File: src/rtl/mem_loader.sv
// ---------------------------------------------------------------------------
// mem_loader
// Streams a host FIFO (first-word-fall-through) into the instruction, weight
// and XY memories, and launches the controller on a RUN command.
//
// Command stream: header, base address, count, payload.
//   header[15:14] : target (00 INST, 01 W, 10 XY, 11 RUN; RUN has no body)
//   header[13:10] : neuron-unit index (W only)
//
// Ports
//   clk, reset           : rising-edge clock, asynchronous active-high reset
//   buffer_empty/data    : FIFO head, data valid while buffer_empty is low
//   buffer_read_enable   : pops the head word
//   inst_write_*         : instruction memory write (INST_WORDS words/write)
//   w_write_*            : weight memory write, one-hot enable per unit
//   mm_xy_write_*        : XY memory write
//   start / done         : controller launch pulse / completion
//   busy                 : high outside HEADER
//   error                : sticky, set by a W command for a missing unit
// ---------------------------------------------------------------------------
module mem_loader #(
   parameter int DATA_WIDTH     = 16,
   parameter int INST_WORDS     = 4,
   parameter int INST_MEM_DEPTH = 8,
   parameter int W_MEM_DEPTH    = 10,
   parameter int XY_MEM_DEPTH   = 10,
   parameter int NU_COUNT       = 4,
   localparam int INST_MEM_SIZE = INST_WORDS * DATA_WIDTH
) (
   input  logic                      clk,
   input  logic                      reset,
   input  logic                      buffer_empty,
   input  logic [DATA_WIDTH-1:0]     buffer_data,
   output logic                      buffer_read_enable,
   output logic                      inst_write_enable,
   output logic [INST_MEM_DEPTH-1:0] inst_write_addr,
   output logic [INST_MEM_SIZE-1:0]  inst_write_data,
   output logic [NU_COUNT-1:0]       w_write_enable,
   output logic [W_MEM_DEPTH-1:0]    w_write_addr,
   output logic [DATA_WIDTH-1:0]     w_write_data,
   output logic                      mm_xy_write_enable,
   output logic [XY_MEM_DEPTH:0]     mm_xy_write_addr,
   output logic [DATA_WIDTH-1:0]     mm_xy_write_data,
   output logic                      start,
   input  logic                      done,
   output logic                      busy,
   output logic                      error
);

   typedef enum logic [2:0] {
      HEADER    = 3'd0,
      ADDR      = 3'd1,
      COUNT     = 3'd2,
      DATA      = 3'd3,
      RUN       = 3'd4,
      WAIT_DONE = 3'd5
   } state_t;

   localparam logic [1:0] T_INST = 2'b00;
   localparam logic [1:0] T_W    = 2'b01;
   localparam logic [1:0] T_RUN  = 2'b11;

   localparam int WI_W = (INST_WORDS > 1) ? $clog2(INST_WORDS) : 1;
   localparam logic [WI_W-1:0] LAST_IDX = WI_W'(INST_WORDS - 1);
   localparam logic [DATA_WIDTH-1:0] ONE = DATA_WIDTH'(1);

   // Address masks; the XY port is one bit wider than XY_MEM_DEPTH.
   localparam logic [DATA_WIDTH-1:0] INST_MASK = DATA_WIDTH'((64'd1 << INST_MEM_DEPTH) - 64'd1);
   localparam logic [DATA_WIDTH-1:0] W_MASK    = DATA_WIDTH'((64'd1 << W_MEM_DEPTH) - 64'd1);
   localparam logic [DATA_WIDTH-1:0] XY_MASK   = DATA_WIDTH'((64'd1 << (XY_MEM_DEPTH + 1)) - 64'd1);

   function automatic logic [DATA_WIDTH-1:0] depth_mask(input logic [1:0] tgt);
      case (tgt)
         T_INST:  depth_mask = INST_MASK;
         T_W:     depth_mask = W_MASK;
         default: depth_mask = XY_MASK;
      endcase
   endfunction

   state_t                    state_r;
   logic [1:0]                target_r;
   logic [3:0]                nu_idx_r;
   logic                      nu_ok_r;
   logic [DATA_WIDTH-1:0]     addr_r;
   logic [DATA_WIDTH-1:0]     count_r;
   logic [WI_W-1:0]           word_idx_r;
   logic [INST_MEM_SIZE-1:0]  asm_r;

   logic                      pop_s;
   logic                      last_s;
   logic [INST_MEM_SIZE-1:0]  asm_next_s;
   logic [DATA_WIDTH-1:0]     addr_next_s;

   // Pop decode, instruction assembly, address wrap and end-of-payload detect.
   always_comb begin
      pop_s = 1'b0;
      case (state_r)
         HEADER, ADDR, COUNT, DATA: pop_s = !buffer_empty;
         default:                   pop_s = 1'b0;
      endcase
      // New word enters at the top, so the first word ends up in the low bits.
      asm_next_s  = INST_MEM_SIZE'({buffer_data, asm_r} >> DATA_WIDTH);
      addr_next_s = (addr_r + ONE) & depth_mask(target_r);
      if (target_r == T_INST) begin
         last_s = (word_idx_r == LAST_IDX) && (count_r == ONE);
      end else begin
         last_s = (count_r == ONE);
      end
   end

   assign buffer_read_enable = pop_s;

   // Command FSM with registered write ports, start pulse, busy and error.
   always_ff @(posedge clk or posedge reset) begin
      if (reset) begin
         state_r            <= HEADER;
         target_r           <= 2'b00;
         nu_idx_r           <= 4'd0;
         nu_ok_r            <= 1'b0;
         addr_r             <= '0;
         count_r            <= '0;
         word_idx_r         <= '0;
         asm_r              <= '0;
         inst_write_enable  <= 1'b0;
         inst_write_addr    <= '0;
         inst_write_data    <= '0;
         w_write_enable     <= '0;
         w_write_addr       <= '0;
         w_write_data       <= '0;
         mm_xy_write_enable <= 1'b0;
         mm_xy_write_addr   <= '0;
         mm_xy_write_data   <= '0;
         start              <= 1'b0;
         busy               <= 1'b0;
         error              <= 1'b0;
      end else begin
         inst_write_enable  <= 1'b0;
         w_write_enable     <= '0;
         mm_xy_write_enable <= 1'b0;
         start              <= 1'b0;
         case (state_r)
            HEADER: begin
               if (pop_s) begin
                  busy <= 1'b1;
                  if (buffer_data[15:14] == T_RUN) begin
                     start   <= 1'b1;
                     state_r <= RUN;
                  end else begin
                     target_r <= buffer_data[15:14];
                     nu_idx_r <= buffer_data[13:10];
                     nu_ok_r  <= int'(buffer_data[13:10]) < NU_COUNT;
                     if ((buffer_data[15:14] == T_W) && (int'(buffer_data[13:10]) >= NU_COUNT)) begin
                        error <= 1'b1;
                     end
                     state_r <= ADDR;
                  end
               end
            end
            ADDR: begin
               if (pop_s) begin
                  addr_r  <= buffer_data & depth_mask(target_r);
                  state_r <= COUNT;
               end
            end
            COUNT: begin
               if (pop_s) begin
                  count_r    <= buffer_data;
                  word_idx_r <= '0;
                  asm_r      <= '0;
                  if (buffer_data == '0) begin
                     busy    <= 1'b0;
                     state_r <= HEADER;
                  end else begin
                     state_r <= DATA;
                  end
               end
            end
            DATA: begin
               if (pop_s) begin
                  case (target_r)
                     T_INST: begin
                        asm_r <= asm_next_s;
                        if (word_idx_r == LAST_IDX) begin
                           inst_write_enable <= 1'b1;
                           inst_write_addr   <= addr_r[INST_MEM_DEPTH-1:0];
                           inst_write_data   <= asm_next_s;
                           addr_r            <= addr_next_s;
                           word_idx_r        <= '0;
                           count_r           <= count_r - ONE;
                        end else begin
                           word_idx_r <= word_idx_r + WI_W'(1);
                        end
                     end
                     T_W: begin
                        // A missing unit still drains its payload, silently.
                        if (nu_ok_r) begin
                           w_write_enable <= NU_COUNT'(1'b1) << nu_idx_r;
                        end
                        w_write_addr <= addr_r[W_MEM_DEPTH-1:0];
                        w_write_data <= buffer_data;
                        addr_r       <= addr_next_s;
                        count_r      <= count_r - ONE;
                     end
                     default: begin
                        mm_xy_write_enable <= 1'b1;
                        mm_xy_write_addr   <= addr_r[XY_MEM_DEPTH:0];
                        mm_xy_write_data   <= buffer_data;
                        addr_r             <= addr_next_s;
                        count_r            <= count_r - ONE;
                     end
                  endcase
                  if (last_s) begin
                     busy    <= 1'b0;
                     state_r <= HEADER;
                  end
               end
            end
            RUN: begin
               state_r <= WAIT_DONE;
            end
            WAIT_DONE: begin
               if (done) begin
                  busy    <= 1'b0;
                  state_r <= HEADER;
               end
            end
            default: begin
               busy    <= 1'b0;
               state_r <= HEADER;
            end
         endcase
      end
   end

endmodule
File: config.mk
export PLATFORM = sky130hd
export DESIGN_NAME = mem_loader
export DESIGN_NICKNAME = d
export VERILOG_FILES = /design/src/rtl/mem_loader.sv
export SDC_FILE = /design/constraint.sdc
export NUM_CORES = 1
export LEC_CHECK = 0
export CAP_MARGIN = 10
export CORE_MARGIN = 2
export CORE_UTILIZATION = 35
export CTS_CLUSTER_SIZE = 24
export DETAILED_ROUTE_END_ITERATION = 7
export HOLD_SLACK_MARGIN = 0.05
export SLEW_MARGIN = 20
export SYNTH_ARGS = -nofsm -noshare
export SYNTH_HDL_FRONTEND = slang
export SYNTH_SLANG_ARGS = --single-unit
File: constraint.sdc
create_clock -name clk -period 8 [get_ports clk]
set_input_delay 2.4 -clock clk [delete_from_list [all_inputs] [get_ports clk]]
set_output_delay 2.4 -clock clk [all_outputs]
set_load 0.02 [all_outputs]
; Yosys cells after proc, flatten, opt, wreduce, memory -nomap -nowiden
; Index checks and enable logic that the tools add are counted.
; W data, S select, Z words.
[classes]
n_addsub = 3
order_cmp = 2
n_eq_ne = 19
shifts = 1
mux = 54
n_bitwise = 5
n_reduce_logical = 21
[ops]
columns = operator, count
row1 = $mux W64, 3
row2 = $mux W16, 10
row3 = $pmux W64 S2, 1
row4 = $pmux W16 S2, 2
row5 = $and A16 B16 Y16, 2
row6 = $pmux W11 S2, 1
row7 = $mux W3, 7
row8 = $reduce_and A4 Y1, 5
row9 = $mux W1, 18
row10 = $pmux W3 S6, 1
row11 = $add A16 B1 Y16 const B, 1
row12 = $eq A16 B1 Y1 const B, 1
row13 = $logic_not A16 Y1, 1
row14 = $mux W4, 4
row15 = $ne A2 B2 Y1 const B, 8
row16 = $sub A16 B1 Y16 const B, 1
row17 = $mux W2, 5
row18 = $reduce_and A3 Y1, 3
row19 = $reduce_and A7 Y1, 1
row20 = $eq A3 B2 Y1 const B, 2
row21 = $eq A3 B3 Y1 const B, 2
row22 = $reduce_and A6 Y1, 1
row23 = $pmux W1 S5, 1
row24 = $eq A2 B1 Y1 const B, 2
row25 = 16 further kinds, 22
[totals]
regBits = 242
inputBits = 20
output_inout_bits = 135
wordCells = 125

; Logic depth before layout (Yosys ltp)
; Gate-level depths: netlist (run 1).
[depth]
ltp_word = 8
depth_mapped = 7
mapped_depth_nobuf = 7

; Worst setup path after synthesis (run 1)
; OpenSTA, ideal clock, no wires.
[synth_path]
kind = input to output
start = in buffer_empty
end = out buffer_read_enable
arrival_time_ps = 2723
required_ps = 5600
path_slack_ps = 2877
path_stages = 1
n_path_buf = 0
cell_sequence = nor2_2
[synth_between]
elab_chain_cells = 2
[synth_rtl]
columns = element, line_no
row1 = from (decl), 32  ; input logic buffer_empty,
row2 = $logic_not A1 Y1, 98  ; HEADER, ADDR, COUNT, DATA: pop_s = !buffer_empty;
row3 = $mux W1, 97  ; case (state_r)
row4 = to (decl), 34  ; output logic buffer_read_enable,
; No other way between the ends.

; Worst setup path after layout (run 1)
; Ends and elaborated chain as after synthesis.

==> results of run 1 <==
through the flow:
stage          setup WS, ns  instance area [sq um]  power (uW)  cells
4_1_cts                1.66                  11900        4190   1269
5_1_grt                1.57                  11900        4400   1270
6_report               1.64                  11900        4140   1270
3_3_place_gp           1.70                  11100        2990   1225
3_5_place_dp           1.67                  11100        3020   1225
2_1_floorplan          2.72                   9260        2480    782
layer usage:
| layer | wire, microns | part of all wire [%] | track usage, % | vias to the layer above |
|---|---|---|---|---|
| li1 | - | - | - | 3045 |
| met1 | 10600 | 46 | 24.2 | 3254 |
| met2 | 11000 | 47 | 26.5 | 171 |
| met3 | 1090 | 4.7 | 2.69 | 38 |
| met4 | 454 | 2.0 | 4.39 | 0 |
| met5 | 0 | 0 | 0 | - |
where the power goes:
group	leakage (uW)	internal (uW)	switching (uW)
combinational	0.00194	590	731
clock	0.000413	698	450
sequential	0.00291	1410	260
synthesized netlist by cell type, types with 2 or more instances:
library cell	n	share of area (%)
nand2b_1	4	0.27
a31oi_1	5	0.34
o22ai_1	5	0.34
nor3_1	8	0.43
a21o_1	2	0.16
a2bb2oi_1	2	0.19
mux2_4	5	0.81
buf_2	25	1.4
o22a_1	5	0.47
inv_1	10	0.41
o32ai_1	2	0.19
nor4_1	11	0.74
nand2_1	123	5.0
a22o_1	3	0.28
nand3_1	6	0.32
and3_1	3	0.20
nand4_1	2	0.14
a41oi_1	2	0.19
a21oi_1	24	1.3
a211oi_1	3	0.24
nand3_2	2	0.22
nor4_2	3	0.41
a22oi_1	2	0.16
buf_1	2	0.081
ha_1	4	0.54
o21ai_0	71	3.8
clkbuf_1	24	0.97
o31ai_1	7	0.57
o21ai_1	2	0.11
or3_1	2	0.14
nor2_1	34	1.4
nor2b_1	2	0.14
a32oi_1	2	0.19
dfrtp_1	221	60
mux2_2	125	15
cell type report:
cell class | instances | area, sq um
repair buffers | 161 | 1630
clock inverters | 7 | 104
multi-input cells | 499 | 3480
fillers | 2430 | 14100
well taps | 335 | 419
inverters | 10 | 41.3
flip-flops and latches | 221 | 5530
clock buffers | 37 | 731
kinds of logic (layout without fill, tap and decap cells):
| logic type | after synthesis | in the layout |
|---|---|---|
| and+or+nand+nor | 218 | 218 |
| adders and majority gates | 4 | 4 |
| AOI/OAI and AO/OA | 146 | 146 |
| buffers and inverters | 62 | 215 |
| DFF | 221 | 221 |
| muxes | 131 | 131 |
path summary, 6_finish.rpt:
check / start / end / cells past startpoint
worst min-delay path: asm_r[25] / asm_r[25] / 2
min in group asynchronous: reset / inst_write_enable / 2
worst max-delay path: buffer_empty / buffer_read_enable / 3
worst min register to register: asm_r[25] / asm_r[25] / 2
max in group asynchronous: reset / inst_write_addr[3] / 3
worst max register to register: state_r[0] / inst_write_data[63] / 5
registers in the layout, indices dropped and copies added (netlist names), 2 cells and up:
name              cells
addr_r               11
asm_r                48
count_r              16
inst_write_addr       8
inst_write_data      64
mm_xy_write_addr     11
mm_xy_write_data     16
nu_idx_r              4
state_r               3
target_r              2
w_write_addr         10
w_write_data         16
w_write_enable        4
word_idx_r            2
worst min-delay path: stages (launching register included):
cell     delay, ns
dfrtp_1       0.33
nand2_1       0.05
o21ai_0       0.06
==> impl_metrics.json, run 1 <==
{
  "gp_congestion": 0.788,
  "fin_crit_sh_pct": 79.5,
  "path_cells": "clkdlybuf4s50_1 > nor2_2 > clkdlybuf4s50_1",
  "fin_setup_tns_ns": 0,
  "coreArea_sq_um": 26000,
  "synthAdderAreaFrac_pct": 0.541,
  "post_cts_resized": 0,
  "wl_per_cell_microns": 18.3,
  "tightestPinTransition_ns": 0.913,
  "ant_nets": 0,
  "rsz0062_at_grt": "false",
  "clock-sinks": 221,
  "htree_num_levels": 1,
  "hold_path_class": "register to register",
  "power.density_nw_per_um2": 347,
  "drt_iter0_drc": 503,
  "syn_to_final_growth_pct": 28.9,
  "dr.pass1.iters": 5,
  "clkTransAtPathRegs_ns": 0.06,
  "die_h_microns": 167,
  "critical_path_required_ns": 5.60,
  "synth_simple_gate_area_share_pct": 11.2,
  "endpoint_kind": "primary output",
  "crit_family": "buffers and inverters",
  "vias_per_cell": 5.12,
  "post_cts_buffers": 0,
  "layout_common_cells": "dfrtp_1, clkdlybuf4s50_1, mux2_2",
  "ir_drop_uv": 210,
  "netlist_instances": 782,
  "root_buffer": "clkbuf_16",
  "yosysWarnings": 0,
  "cts_tree": "done",
  "clock_path_buffers": 3,
  "syn_area_sq_um": 9250,
  "syn_area_per_cell_sq_um": 11.8,
  "synth_compound_area_share_pct": 9.42,
  "slew_headroom_pct": 39.1,
  "ys_types": 64,
  "initial_core_util_pct": 35.6,
  "wirelength_microns": 23200,
  "vias": 6508,
  "hpwl_microns": 15100,
  "post_route_cells_drive_above_1_share_pct": 21.0,
  "start_kind": "primary input",
  "clk_latency_ns": 0.52,
  "io_buffers": 154,
  "critPathKind": "primary input to primary output",
  "fp.dieW_microns": 167,
  "grt_use_total_pct": 16.8,
  "rows": 59,
  "final_common_cell": "dfrtp_1",
  "utilization_pct": 45.9,
  "boundaryPins": 155,
  "worst_hold_slack_ns": 0.472,
  "grt_max_degree": 130,
  "slowest_delay_ns": 0.68,
  "die_area_sq_um": 27800,
  "grt_pass1_vias": 6240,
  "crit_path_top_delay_cell": "clkdlybuf4s50_1",
  "leakage_uw": 0.00526,
  "r2r_slack_ns": 5.56,
  "cp_common_cell": "clkdlybuf4s50_1",
  "hold_buffers": 0,
  "path_buf_inv": 2,
  "antenna_found_initial": 0,
  "n_antenna_cell": 0,
  "synth_xor_area_share_pct": 0,
  "final_net_count": 942,
  "grt.overflow.total": 0,
  "max_freq_ghz": 0.157,
  "outcome": "complete, no violations",
  "setup_viol": 0,
  "crit_fanout": 7,
  "cts_buffers": 25,
  "fin_crit_ns": 6.36,
  "async_flop_share_pct": 100,
  "synth_ff_type": "dfrtp_1",
  "synth_mux_area_share_pct": 16.1,
  "drc_errors": 0,
  "crit_arrival_ns": 3.96,
  "slew_viol_final": 0,
  "grt_pass1_wl_microns": 37300,
  "yosys_register_bits": 221,
  "skew_ns": 0.00956,
  "synth_nets": 806,
  "drv_cap": 0,
  "synth_top_family_by_area": "multiplexers",
  "synth_edf_count": 0,
  "hold_viol_final": 0,
  "yosysSeqAreaShare_pct": 59.8
}
No activity file was read; power rests on OpenSTA's default activity.
==> inputs of run 2 (changes only) <==
clock period = 6.3 ns   (was 8 ns; I/O delays follow)
==> impl_metrics.json, run 2 (synthesized netlist as in run 1, its figures left out) <==
{
  "busiest_layer": "met2",
  "io_buffers": 154,
  "placed_area_sq_um": 11100,
  "largest_reg_flops": 64,
  "layout_common_cells": "dfrtp_1, clkdlybuf4s50_1, mux2_2",
  "cts_tree": "done",
  "final_common_cell": "dfrtp_1",
  "critPathKind": "primary input to primary output",
  "largestRegisters": "inst_write_data: 64 flops, asm_r: 48 flops",
  "met3_usage_pct": 2.83,
  "clock-sinks": 221,
  "final-seq-area_sq_um": 5530,
  "grt_use_met2_pct": 27.8,
  "crit_family": "buffers and inverters",
  "dr.pass1.iters": 4,
  "path_cells": "clkdlybuf4s50_1 > nor2_2 > clkdlybuf4s50_1",
  "die_area_sq_um": 27800,
  "max_freq_ghz": 0.189,
  "grt_use_total_pct": 16.7,
  "fin_crit_ns": 5.30,
  "ir_drop_uv": 291,
  "vias": 6441,
  "antenna_found_initial": 0,
  "die_h_microns": 167,
  "crit_arrival_ns": 3.41,
  "skew_ns": 0.00913,
  "post_cts_buffers": 0,
  "crit_fanout": 7,
  "met1_usage_pct": 23.3,
  "cp_common_cell": "clkdlybuf4s50_1",
  "hold_viol_final": 0,
  "top_register": "inst_write_data",
  "grt_pass1_vias": 6314,
  "fin_cells": 1270,
  "multiInputGateArea_sq_um": 3480,
  "drt_iter0_drc": 399,
  "fp.dieW_microns": 167,
  "vias_per_cell": 5.07,
  "leakage_uw": 0.00524,
  "wl_per_cell_microns": 18.4,
  "fin_setup_tns_ns": 0,
  "htree_num_levels": 1,
  "stdcell_area_sq_um": 11900,
  "slew_headroom_pct": 38.7,
  "grt_max_degree": 95,
  "grt_pass1_wl_microns": 37300,
  "setup_viol": 0,
  "clkTransAtPathRegs_ns": 0.06,
  "tightestPinTransition_ns": 0.918,
  "placed_cells": 1225,
  "initial_core_util_pct": 35.6,
  "cts_buffers": 25,
  "start_kind": "primary input",
  "total_power_uw": 5220,
  "root_buffer": "clkbuf_16",
  "n_antenna_cell": 0,
  "power.density_nw_per_um2": 439,
  "boundaryPins": 155,
  "path_buf_inv": 2,
  "clk_latency_ns": 0.51,
  "final_net_count": 941,
  "rows": 59,
  "coreArea_sq_um": 26000,
  "critical_path_required_ns": 4.41,
  "drc_errors": 0,
  "hold_path_class": "register to register",
  "hold_buffers": 0,
  "outcome": "complete, no violations",
  "fill_cells": 2446,
  "post_route_cells_drive_above_1_share_pct": 20.9,
  "drv_cap": 0,
  "hpwl_microns": 15300,
  "ant_nets": 0,
  "wirelength_microns": 23300,
  "gp_congestion": 0.800,
  "fin_crit_sh_pct": 84.1,
  "clock_path_buffers": 3,
  "slew_viol_final": 0,
  "post_cts_resized": 0,
  "slowest_delay_ns": 0.67,
  "grt.overflow.total": 0,
  "crit_path_top_delay_cell": "clkdlybuf4s50_1",
  "syn_to_final_growth_pct": 28.5,
  "rsz0062_at_grt": "false",
  "endpoint_kind": "primary output"
}
run 2: per-layer routing:
metal  wire length, microns  share of wire, %
met1                  10600                45
met2                  11200                48
met3                   1160               5.0
met4                    363               1.6
met5                      0                 0
run 2: layout make-up:
cell class | instances | area share (%)
Timing Repair Buffer | 160 | 13.6
Inverter | 10 | 0.347
Sequential cell | 221 | 46.5
Clock inverter | 9 | 0.852
Multi-Input combinational cell | 499 | 29.3
Clock buffer | 36 | 5.95
Tap cell | 335 | 3.53
run 2: path summary, 6_finish.rpt:
check / start / to / slack (ns) / cells past startpoint
worst max-delay path: buffer_empty / buffer_read_enable / 1.00 / 3
worst min-delay path: asm_r[30] / asm_r[30] / 0.48 / 2
min in group asynchronous: reset / inst_write_data[23] / 1.91 / 2
worst max register to register: state_r[0] / inst_write_data[3] / 3.58 / 5
max in group asynchronous: reset / w_write_data[10] / 3.41 / 3
worst min register to register: asm_r[30] / asm_r[30] / 0.48 / 2
run 2: through the flow:
stage	util (%)	setup WS (ns)	hold WS (ns)
2_1_floorplan	-	1.53	0.430
4_1_cts	45.8	0.993	0.480
3_3_place_gp	42.6	1.03	0.451
6_report	45.8	1.00	0.475
5_1_grt	45.8	0.917	0.500
3_5_place_dp	42.6	0.997	0.457
run 2: worst reg2reg max path: stages (launching register included):
cell and delay [ns]:
dfrtp_1 0.65, nand2_1 0.24, nor3_2 0.28, nand3_4 0.54
buf_4 0.56, mux2_2 0.33
run 2: report_power, final:
| part | total, uW | leakage, uW | switching (uW) | internal (uW) |
|---|---|---|---|---|
| clock | 1420 | 0.000398 | 565 | 860 |
| sequential | 2120 | 0.00291 | 331 | 1790 |
| combinational | 1670 | 0.00193 | 925 | 749 |
==> variant: new RTL, settings of run 1 <==
Encoding of `state_t`: now one-hot (6 bits for 6 states).
--- a/src/rtl/mem_loader.sv
+++ b/src/rtl/mem_loader.sv
@@ -47,13 +47,13 @@
    output logic                      error
 );
 
-   typedef enum logic [2:0] {
-      HEADER    = 3'd0,
-      ADDR      = 3'd1,
-      COUNT     = 3'd2,
-      DATA      = 3'd3,
-      RUN       = 3'd4,
-      WAIT_DONE = 3'd5
+   typedef enum logic [5:0] {
+      HEADER    = 6'b000001,
+      ADDR      = 6'b000010,
+      COUNT     = 6'b000100,
+      DATA      = 6'b001000,
+      RUN       = 6'b010000,
+      WAIT_DONE = 6'b100000
    } state_t;
 
    localparam logic [1:0] T_INST = 2'b00;
Formal check against the unedited RTL: same outputs for any inputs over 4 cycles, from zero or initial values and one cycle with reset high; so few cycles prove little.
==> variant against run 1 <==
- sequential cell count grew 3
- via count rose by 4.2%
- worst setup slack got worse by 0.27 ns
- cell area is 0.83% higher
- sequential power barely moved
- total power decreased by 9.6%
- routed wire length increased by 4.4%
- area after synthesis up 2.0%
- critical path type unchanged
- largest cell class unchanged
- largest power group unchanged
==> variant: results <==
metrics = {
    "placed_design": {
        "gp_congestion": 0.821,
        "pre_cts_ws_ns": 1.38,
        "dpl.hpwl_um": 15200,
    },
    "route": {
        "post_drt_wl_per_cell_um": 18.0,
        "drtIter0Drc": 561,
        "drt-met1-wl_um": 11300,
        "viasPerCell": 5.05,
        "met2_length_um": 11400,
    },
    "logic_synthesis": {
        "synth_cell_types": 60,
        "synth_compound_gate_area_share": 0.0957,
        "synthMuxAreaShare": 0.131,
        "seq_area_frac_synth": 0.594,
        "synthAdderAreaFrac": 0.00530,
        "synth_common_cells": "dfrtp_1 (223), nand2_1 (188), mux2_1 (69)",
        "synth_fp_nets": 877,
    },
    "sta": {
        "hold_slack_ns": 0.471,
        "skew_ns": 0.0132,
        "tightest_slew_ns": 0.874,
        "fin_crit_sh": 0.829,
    },
    "layout": {
        "nets": 1011,
        "multi_input_cells": 562,
        "inv_count": 14,
        "regArea_um2": 5610,
        "drive_above_1_share": 0.0937,
        "multi_input_area_share": 0.296,
        "n_fill_cell": 2517,
    },
    "power": {
        "p_comb_frac": 0.258,
        "clk-power_mw": 1.10,
        "p_leak_nw": 5.55,
        "ir_drop_mv": 0.162,
    },
    "worst_hold_path": {
        "min_to": "w_write_enable[0]",
        "holdPathStages": 1,
    },
    "critical_path": {
        "r2r-end": "inst_write_data[14]",
        "cp_data_arrival_time_ns": 4.23,
        "ff2ff_setup_slack_ns": 5.05,
        "cpPeakStageDelay_ns": 0.64,
        "r2r-start": "state_r[4]",
        "cp_max_fo": 10,
    },
    "global_routing": {
        "grt_usage": 0.171,
        "met2_usage": 0.277,
        "met1_usage": 0.242,
        "grt_max_degree": 158,
    },
    "run_status": {
        "status": "completed",
    },
    "clock_network": {
        "numCtsBuffers": 24,
        "cts.sinks": 224,
    },
}
variant: cell count changes after synthesis, moves of 7 or more:
cell | run 1 | this run
mux2_1 | 0 | 69
nor4_1 | 11 | 4
nor2_1 | 34 | 46
mux2_2 | 125 | 38
o22a_1 | 5 | 14
o31ai_1 | 7 | 0
o21ai_0 | 71 | 62
nand2_1 | 123 | 188
variant: per-stage QoR:
stage / instance area [um^2] / utilization / power [mW] / instances
after floorplan: 9450 / - / 2.27 / 853
after global placement: 11200 / 0.421 / 2.63 / 1302
after detailed placement: 11300 / 0.421 / 2.66 / 1302
after CTS: 12000 / 0.450 / 3.78 / 1344
after global routing: 12000 / 0.450 / 3.97 / 1344
final: 12000 / 0.450 / 3.74 / 1344
variant: worst register-to-register path, stage by stage, from the launching register on:
cell and delay (ns):
dfrtp_1 0.47, nor3_1 0.51, and2_0 0.37, nand3_4 0.53, buf_4 0.56, mux2_1 0.39
